### src/rtl/timer_display_scan.sv
// Drives the 4-digit active-low multiplexed display from the countdown timer: BCD split, idle/run/expired phase, anode scan.
// Optional low-time and expiry blinking is compiled in when TIMER_DISP_BLINK_EN is defined.
module timer_display_scan #(
  parameter int REFRESH_DIV = 100000,
  parameter int BLINK_DIV   = 50000000,
  parameter int HOLD_CYCLES = 300000000,
  parameter int LOW_THRESH  = 5
) (
  input  logic       clk,
  input  logic       reset,
  input  logic [4:0] time_display,
  input  logic       pause,
  output logic [6:0] seg,
  output logic [3:0] an,
  output logic       dp
);
  localparam int RW = (REFRESH_DIV > 1) ? $clog2(REFRESH_DIV) : 1;
  localparam int HW = (HOLD_CYCLES > 1) ? $clog2(HOLD_CYCLES) : 1;
  localparam logic [3:0] DASH  = 4'd10;
  localparam logic [3:0] BLANK = 4'd15;

  typedef enum logic [1:0] {IDLE = 2'd0, RUN = 2'd1, EXPIRED = 2'd2} state_t;

  state_t          state, state_nxt;
  logic [4:0]      val_q, ones_w;
  logic            pause_q;
  logic [1:0]      idx;
  logic [RW-1:0]   ref_cnt;
  logic [HW-1:0]   hold_cnt;
  logic [3:0]      tens, ones, code;
  logic            hold_done, blank;

  assign dp        = 1'b1;
  assign hold_done = (hold_cnt == HW'(HOLD_CYCLES - 1));

  always_comb begin
    tens   = 4'd0;
    ones_w = val_q;
    if (val_q >= 5'd30) begin
      tens = 4'd3; ones_w = val_q - 5'd30;
    end else if (val_q >= 5'd20) begin
      tens = 4'd2; ones_w = val_q - 5'd20;
    end else if (val_q >= 5'd10) begin
      tens = 4'd1; ones_w = val_q - 5'd10;
    end
    ones = ones_w[3:0];
  end

  always_ff @(posedge clk) begin
    if (reset) state <= IDLE;
    else       state <= state_nxt;
  end

  // Next state plus the code shown on the currently scanned digit.
  always_comb begin
    state_nxt = state;
    code      = BLANK;
    case (state)
      IDLE: begin
        if (!pause_q) state_nxt = RUN;
        case (idx)
          2'd0:    code = ones;
          2'd1:    code = tens;
          default: code = DASH;
        endcase
      end
      RUN: begin
        if (pause_q) state_nxt = (val_q == 5'd0) ? EXPIRED : IDLE;
        if (idx == 2'd0) code = ones;
        else if (idx == 2'd1 && tens != 4'd0) code = tens;
      end
      EXPIRED: begin
        if (!pause_q) state_nxt = RUN;
        else if (hold_done) state_nxt = IDLE;
        if (idx <= 2'd1) code = 4'd0;
      end
      default: state_nxt = IDLE;
    endcase
  end

`ifdef TIMER_DISP_BLINK_EN
  localparam int BW = (BLINK_DIV > 1) ? $clog2(BLINK_DIV) : 1;
  localparam logic [4:0] LOW_T = 5'(LOW_THRESH);

  logic [BW-1:0] blink_cnt;
  logic          phase, low_q, low_now, restart, phase_eff;

  assign low_now   = (val_q != 5'd0) && (val_q <= LOW_T);
  assign restart   = (state_nxt != state) || (state == RUN && low_now && !low_q);
  // A restarting cycle already counts as visible so a fresh warning never opens dark.
  assign phase_eff = restart ? 1'b1 : phase;
  assign blank     = !phase_eff && ((state == RUN && low_now) || state == EXPIRED);

  always_ff @(posedge clk) begin
    if (reset) begin
      blink_cnt <= '0;
      phase     <= 1'b1;
      low_q     <= 1'b0;
    end else begin
      low_q <= low_now;
      if (restart) begin
        blink_cnt <= '0;
        phase     <= 1'b1;
      end else if (blink_cnt == BW'(BLINK_DIV - 1)) begin
        blink_cnt <= '0;
        phase     <= ~phase;
      end else begin
        blink_cnt <= blink_cnt + 1'b1;
      end
    end
  end
`else
  assign blank = 1'b0;
`endif

  function automatic logic [6:0] seg_of(input logic [3:0] c);
    case (c)
      4'd0:    seg_of = 7'b1000000;
      4'd1:    seg_of = 7'b1111001;
      4'd2:    seg_of = 7'b0100100;
      4'd3:    seg_of = 7'b0110000;
      4'd4:    seg_of = 7'b0011001;
      4'd5:    seg_of = 7'b0010010;
      4'd6:    seg_of = 7'b0000010;
      4'd7:    seg_of = 7'b1111000;
      4'd8:    seg_of = 7'b0000000;
      4'd9:    seg_of = 7'b0010000;
      DASH:    seg_of = 7'b0111111;
      default: seg_of = 7'b1111111;
    endcase
  endfunction

  always_ff @(posedge clk) begin
    if (reset) begin
      val_q    <= '0;
      pause_q  <= 1'b1;
      idx      <= '0;
      ref_cnt  <= '0;
      hold_cnt <= '0;
      seg      <= 7'h7F;
      an       <= 4'hF;
    end else begin
      val_q   <= time_display;
      pause_q <= pause;
      if (ref_cnt == RW'(REFRESH_DIV - 1)) begin
        ref_cnt <= '0;
        idx     <= idx + 2'd1;
      end else begin
        ref_cnt <= ref_cnt + 1'b1;
      end
      // Held at zero outside EXPIRED, so it always starts from zero on entry.
      hold_cnt <= (state == EXPIRED) ? hold_cnt + 1'b1 : '0;
      an       <= ~(4'b0001 << idx);
      seg      <= blank ? 7'h7F : seg_of(code);
    end
  end
endmodule

### config.mk
export PLATFORM = sky130hd
export DESIGN_NAME = timer_display_scan
export DESIGN_NICKNAME = d
export VERILOG_FILES = /design/src/rtl/timer_display_scan.sv
export SDC_FILE = /design/constraint.sdc
export NUM_CORES = 1
export LEC_CHECK = 0
export ABC_AREA = 1
export CAP_MARGIN = 40
export CORE_AREA = 2 2 91 84
export DETAILED_ROUTE_END_ITERATION = 6
export DIE_AREA = 0 0 93 86
export PLACE_DENSITY = 0.67
export SYNTH_ARGS = -nofsm -noshare
export SYNTH_HDL_FRONTEND = slang
export SYNTH_SLANG_ARGS = --single-unit
### constraint.sdc
create_clock -name clk -period 2.67 [get_ports clk]
set_clock_uncertainty 0.2 [all_clocks]
set_input_delay 0.267 -clock clk [delete_from_list [all_inputs] [get_ports clk]]
set_output_delay 0.267 -clock clk [all_outputs]
set_load 0.005 [all_outputs]
* Word-level counts from Yosys, hierarchy flattened
Memory sizes are Yosys's and may differ from the RTL's. A register that Yosys moved wholly into a read port is not among the register bits.
Cells that the tools add are included.
** Operators by class
- Shifts and indexed selects :: 1
- Bitwise gates (word level) :: 2
- Reductions and logical operators :: 8
- Muxes and demuxes :: 17
- Add/sub/neg operators :: 6
- Divide/modulo/power cells :: 0
- Multipliers :: 0
- Magnitude comparators :: 4
- Equality and inequality tests :: 8
** Operators with widths (number)
- $add 29x1->29 const B :: 1
- $eq 29x29->1 const B :: 1
- $mux 4 :: 6
- $add 17x1->17 const B :: 1
- $eq 17x17->1 const B :: 1
- $mux 2 :: 7
- $pmux 4 s3 :: 1
- $ge 5x5->1 const B :: 2
- $pmux 4 s2 :: 1
- $sub 4x4->4 const B :: 2
- $pmux 2 s3 :: 1
- $ge 5x4->1 const B :: 1
- $logic_not 5->1 :: 1
- $eq 2x1->1 const B :: 2
- $logic_not 2->1 :: 2
- $ne 2x2->1 const B :: 2
- $not 4->4 :: 1
- $reduce_bool 4->1 :: 1
- $reduce_or 2->1 :: 2
- $shl 1x2->4 const A :: 1
- $sub 4x3->4 const B :: 1
- $ne 3x3->1 const B :: 1
- $reduce_and 3->1 :: 1
- $add 2x1->2 const B :: 1
- 5 further kinds :: 5
** Word-level totals
- Bits in latches :: 0
- Register bits after elaboration :: 60
- Memory bits (writable) :: 0
- Bits of input ports :: 8
- Memories kept :: 1
- Bits in read-only memories :: 112
** Memories
- (no name shown) :: words 16, bits a word 7, read ports 1, clocked after memory_dff 1, wr ports 0, line 117 : case (c)

* Logic depth before layout (Yosys ltp)
Gate-level depths: netlist (run 1).
- Word-level depth :: 9
- Depth in mapped cells :: 18
- Depth with buffers taken out :: 18

* Least setup slack after synthesis (run 1)
Ideal clock, no wire load.
- Path kind :: reg-to-reg
- Start :: register val_q[1]
- End :: register seg[1]
- Stages on the path, launching flop included :: 16
- Setup time :: 0.058 ns
- Data required time :: 2.412 ns
- Path buffers :: 0
- Period minus slack after synthesis :: 2.379 ns
- Setup slack :: 0.291 ns
- Data arrival time :: 2.120 ns
- Cell sequence :: dfxtp_1 -> inv_1 -> ha_1 -> inv_1 -> nand2_1 -> nand3_1 -> nand2_2 -> nand3_1 -> nand3_1 -> nand2_1 -> nand2_2 -> a21oi_2 -> inv_1 -> ha_1 -> or2_2 -> nand2_1
** On the way
- Cells in the longest elaborated chain, start to end :: 9
- Elaborated cells between the ends (all ways) :: 18
- Classes of those cells :: add/sub: 3; order compare: 3; mux: 10; reduce/logical: 2
** Ends and longest elaborated chain
- start: declaration :: line 25 : logic [4:0] val_q, ones_w;
- start signal: assignment :: line 143 : val_q <= time_display;
- $ge 5x4->1 :: line 43 : end else if (val_q >= 5'd10) begin
- $mux 1 :: line 43
- $mux 2 :: line 41 : end else if (val_q >= 5'd20) begin
- $mux 2 :: line 39 : if (val_q >= 5'd30) begin
- $reduce_bool 4->1 :: line 70 : else if (idx == 2'd1 && tens != 4'd0) code = tens;
- $logic_and 1x1->1 :: line 70
- $mux 4 :: line 70
- $mux 4 :: line 69 : if (idx == 2'd0) code = ones;
- $pmux 4 s3 * :: line 58 : case (state)
- end: declaration :: line 13 : output logic [6:0] seg,
Mark *: on every way between the ends. The rest lies on a longest branch, timed or not.
A chain may end at the register's enable or synchronous reset.

* Worst setup path in the final report (run 1)
- Start :: register val_q[2]
- End :: register seg[1]
The elaborated chain is that of the path after synthesis.

==> results of run 1 <==
## final cells by class
class | count | share of cell area, %
repair buffers | 22 | 5.32
clock buffers | 10 | 3.23
well taps | 93 | 2.94
flip-flops and latches | 67 | 34.1
multi-input cells | 322 | 45.6
inverters | 69 | 6.55
clock inverters | 6 | 2.28
## cells by family (layout without fill, tap and decap cells)
kind of cell	count (synthesis)	count (layout)	share of synthesized area, %
DFF	67	67	39.2
AOI/OAI and AO/OA	63	63	11.3
xor gates and xnor gates	5	5	1.28
adders and majority gates	15	15	5.48
buffers and inverters	75	107	8.45
and+or+nand+nor	238	238	34.1
other	1	1	0.110
## registers in the layout, summed over array words and instances (netlist names)
signal    count
hold_cnt     29
ref_cnt      17
seg           7
val_q         5
an            4
idx           2
state         2
pause_q       1
## worst reg2reg max path, delay by kind of cell, from the launching register on
kind | cells | cell delay, ns
simple gates | 10 | 1.00
fa+ha+maj | 2 | 0.46
flops | 1 | 0.36
buf+inv | 3 | 0.22
compound gates | 1 | 0.17
## placed cells by master, fill, tap and decap left out, types with 2 or more instances in the layout
master	n
buf_4	4
nor2_1	47
or2_2	4
nand2_1	91
bufinv_16	2
nand2_2	19
and3_1	4
o21ai_0	16
clkdlybuf4s50_1	18
ha_1	15
nand3_1	23
a21oi_4	3
a21oi_1	26
nor2_2	4
o21ai_1	3
a31oi_1	2
inv_2	5
nor2_4	3
nor3b_1	6
o211ai_1	2
nor3_1	15
xor2_1	4
clkinv_4	2
inv_1	64
nor3_4	3
nand4_1	9
clkbuf_8	9
dfxtp_1	65
nand3_2	2
o21a_1	4
dfxtp_4	2
nor4_1	4
## metal layers
layer  vias to the layer above  wire length (um)  GRT usage, %  part of all wire (%)
met5                         -                 0             0                     0
met4                         0                72          6.55                   1.1
met3                         6               277          5.54                   4.1
met2                        59              3040          29.3                    45
met1                      1317              3370          23.2                    50
li1                       1555                 -             -                     -
## repair_timing
action / 4_1_cts / 5_1_grt
endpoints found under the setup margin: 0 / 5
setup buffers: 0 / 1
resized for setup: 0 / 8
hold endpoints to repair: 0 / 0
## power groups by stage
| stage | logic, mW | registers [mW] | clock network (mW) |
|---|---|---|---|
| 6_report | 0.203 | 1.04 | 0.928 |
| 3_5_place_dp | 0.197 | 1.06 | 0 |
| 5_1_grt | 0.231 | 1.04 | 0.995 |
| 4_1_cts | 0.198 | 1.04 | 0.950 |
| 2_1_floorplan | 0.126 | 1.06 | 0 |
| 3_3_place_gp | 0.195 | 1.06 | 0 |
## path summary, 6_finish.rpt
path                            startpoint  slack (ns)  cells after the start       end
worst min register to register     pause_q        0.22                      1  state[0]
worst min-delay path               pause_q        0.22                      1  state[0]
worst max register to register    val_q[2]        0.20                     16    seg[1]
worst max-delay path              val_q[2]        0.20                     16    seg[1]
==> out/metrics.cfg, run 1 <==
[floorplanning]
die_y_um = 86
io_pins = 20
initial_utilization_pct = 49.1
rows = 29
die-width_um = 93
core_area_mm2 = 0.00697
dieArea_mm2 = 0.00800

[sta]
fin_crit_ns = 2.47
hold_viol = 0
relSlewSlack_pct = 61.8
layout_setup_ws_ns = 0.201
slew_violations = 0
whs_ns = 0.216
worstMarginPinSlew_ns = 0.573
finalSetupViolations = 0
period_share_pct = 92.5
tns_ns = 0
fmax_mhz = 405

[clock_network]
clock_sinks = 67
cts_buffer_depth = 2
cts_root_buffer = clkbuf_8
clk_latency_ns = 0.34
cts_buffers = 9
clkSlewWorstSetupHoldPaths_ns = 0.08
ctsHoldBuffers = 0
tritoncts = done
cts_max_level = 3

[worst_setup_path]
cp_num_buf_inv = 3
crit_top_cell = nand2_1
cp.required_ns = 2.75
cp.arrival_ns = 2.55
startpoint_type = flop
critical_path.slowest_cell = dfxtp_4
end_kind = flop
critPathMaxStageDelay_ns = 0.36
path_class = flop to flop
cpLargestDelayFamily = simple AND/OR/NAND/NOR gates
path_cells = inv_2 -> ha_1 -> inv_1 -> nand2_1 -> nand3_1 -> nand2_2 -> nand2_2 -> nand2_1 -> nand3_1 -> nand2_1 -> nand2_2 -> a21oi_4 -> inv_1 -> ha_1 -> or2_2 -> nand2_1
crit_fanout = 5

[power_and_ir_drop]
swShare_pct = 24.1
switching_power_mw = 0.523
peakVddDrop_v = 0.000306
p_per_area_mw_per_mm2 = 549
finalPower_mw = 2.17
p_leak_nw = 1.61
clkPwrFrac_pct = 42.8
sequentialPowerShare_pct = 47.9
pwr-share-comb_pct = 9.4
p_int_mw = 1.65

[yosys]
synth_area_leaders = dfxtp_1, nand2_1, inv_1
ys_seq_elements = 67
synth_common_cells = nand2_1, dfxtp_1, inv_1, nor2_1, a21oi_1
synthCells = 464
yosysWarnings = 0
yosysTopAreaCell = dfxtp_1
synth_area_mm2 = 0.00342
syn-mean-instance-area_um2 = 7.38
synth-edff-count = 0
synthDistinctLibCells = 42
ys_seq_area_share_pct = 39.2
async_reset_ff_share_pct = 0
yosysMostFrequentCell = nand2_1
synth_top_cell_area_share_pct = 39.2
synth_flop_cell = dfxtp_1
synth_nets = 487

[routing]
via_count = 2937
antenna_left = 0
drt-total-wl_um = 6760
vias_per_cell = 4.99
first_pass_iters = 4
dr.first_iter.drc_count = 128
wire_per_inst_um = 11.5
remaining_drc_errors = 0

[placed_design]
globalplace.congestion = 0.880
post-place-ws_ns = 0.0668
placed_area_mm2 = 0.00371
placed_cells = 572
port_buffers = 18
dp_hpwl_um = 4970

[run_status]
outcome = finished clean

[layout]
multi_input_comb_area_mm2 = 0.00180
nFillCells = 680
antennaDiodeCount = 0
regArea_mm2 = 0.00135
post-route-util_pct = 56.8
final_cell_area_mm2 = 0.00395
instances_no_fill = 589
layout-area-overhead-vs-synth_pct = 15.5
final_layout_size_suffix_gt1_share_pct = 14.1
fin_nets = 514

[global_route]
overflow = 0
first_global_vias = 2744
antenna_found_initial = 0
grt_pass1_wl_um = 11700
grt_usage_pct = 18.2
grt_max_degree = 19

[flow_run]
max_cap_viol_count = 0

[hold_path]
min_path_type = flop to flop

Note: power is estimated with default switching activity, not from simulation.
==> inputs of run 2 (changes only) <==
- CORE_AREA: 2 2 91 84 -> 2 2 101 93
- DIE_AREA: 0 0 93 86 -> 0 0 103 95
- PLACE_DENSITY: 0.67 -> unset
==> out/metrics.cfg, run 2 (synthesis gave the netlist of run 1 again) <==
[layout]
fin_nets = 514
layout-area-overhead-vs-synth_pct = 17.0
reg.largest.list = hold_cnt x29, ref_cnt x17, seg x7
final_common_cell = nand2_1
largest_reg_flops = 29
regArea_mm2 = 0.00135
multi_input_comb_area_mm2 = 0.00181
final_layout_size_suffix_gt1_share_pct = 14.7
regMostFlops = hold_cnt
final_cell_mix = nand2_1, dfxtp_1, inv_1, nor2_1, a21oi_1
nFillCells = 911
post-route-util_pct = 45.3
antennaDiodeCount = 0

[placed_design]
post-place-ws_ns = 0.0759
dp_hpwl_um = 4940
globalplace.congestion = 0.846
port_buffers = 18

[clock_network]
tritoncts = done
cts_max_level = 3
clock_sinks = 67
cts_buffers = 9
clkSlewWorstSetupHoldPaths_ns = 0.07
ctsHoldBuffers = 0
clk_latency_ns = 0.34
cts_buffer_depth = 2
cts_root_buffer = clkbuf_8
cts_setup_buffers = 0

[routing]
remaining_drc_errors = 0
antenna_left = 0
via_count = 2937
drt-total-wl_um = 6700
dr.first_iter.drc_count = 91
first_pass_iters = 4
wire_per_inst_um = 10.8
vias_per_cell = 4.75

[sta]
relSlewSlack_pct = 62.3
worstMarginPinSlew_ns = 0.566
hold_viol = 0
fmax_mhz = 403
rsz0062_at_grt = no
tns_ns = 0
whs_ns = 0.213
fin_crit_ns = 2.48
finalSetupViolations = 0
period_share_pct = 92.9
layout_setup_ws_ns = 0.191
slew_violations = 0

[global_route]
antenna_found_initial = 0
grt_usage_pct = 15.3
grt_pass1_wl_um = 11900
grt_max_degree = 19
first_global_vias = 2746
overflow = 0

[floorplanning]
io_pins = 20
initial_utilization_pct = 38.7
rows = 33
dieArea_mm2 = 0.00979
core_area_mm2 = 0.00884
die_y_um = 95
die-width_um = 103

[worst_setup_path]
cpLargestDelayFamily = simple AND/OR/NAND/NOR gates
crit_fanout = 5
path_cells = inv_2 -> ha_2 -> inv_1 -> nand2_1 -> nand3_2 -> nand2_2 -> nand2_2 -> nand2_1 -> nand3_1 -> nand2_1 -> nand2_2 -> a21oi_2 -> inv_1 -> ha_1 -> nor2_1 -> nor2_1 -> o21ai_0 -> nand3_1
critical_path.slowest_cell = dfxtp_4
critPathMaxStageDelay_ns = 0.36
cp.required_ns = 2.70
path_class = flop to flop
cp.arrival_ns = 2.51
cp_num_buf_inv = 3
end_kind = flop
startpoint_type = flop

[power_and_ir_drop]
peakVddDrop_v = 0.000259
p_leak_nw = 1.62
p_per_area_mw_per_mm2 = 549

[run_status]
outcome = finished clean

[hold_path]
min_path_type = flop to flop

[flow_run]
max_cap_viol_count = 0

==> run 2: cell types whose count changed in the layout (fill, tap and decap cells not counted), sizes merged <==
cell,before,now
clkinvlp,1,0
inv,69,70
==> run 2: through the flow <==
stage / total power [mW] / std cells / cell area [um2]
6_report: 2.20 / 618 / 4010
4_1_cts: 2.22 / 618 / 3980
2_1_floorplan: 1.19 / 464 / 3420
5_1_grt: 2.30 / 618 / 4010
3_3_place_gp: 1.26 / 602 / 3750
3_5_place_dp: 1.26 / 602 / 3750
==> run 2: cell type report <==
type	instances	share of cell area [%]
multi-input cells	322	45.2
flip-flops and latches	67	33.6
inverters	69	6.47
repair buffers	22	5.25
well taps	122	3.81
clock buffers	10	3.44
clock inverters	6	2.19
==> run 2: path summary, 6_finish.rpt <==
| path | start | slack (ns) | endpoint | cells past startpoint |
|---|---|---|---|---|
| max | val_q[1] | 0.19 | seg[6] | 18 |
| max reg2reg | val_q[1] | 0.19 | seg[6] | 18 |
| min reg2reg | pause_q | 0.21 | state[0] | 1 |
| min | pause_q | 0.21 | state[0] | 1 |
==> run 2: power by group <==
part	total [mW]	switching (mW)	internal, mW
Sequential	1.04	0.0129	1.02
Combinational	0.207	0.111	0.0954
Clock	0.954	0.401	0.553
==> run 2: repair_timing <==
| item | in CTS | in global routing |
|---|---|---|
| endpoints found under the setup margin | 0 | 5 |
| hold endpoints to repair | 0 | 0 |
| resized for setup | 0 | 8 |
==> run 2: routing by layer <==
layer / wire length, um / global-route usage, % / vias to the layer above
met2: 3100 / 25.0 / 39
met3: 188 / 3.03 / 9
met5: 0 / 0 / -
met1: 3300 / 19.3 / 1338
li1: - / - / 1551
met4: 116 / 7.02 / 0
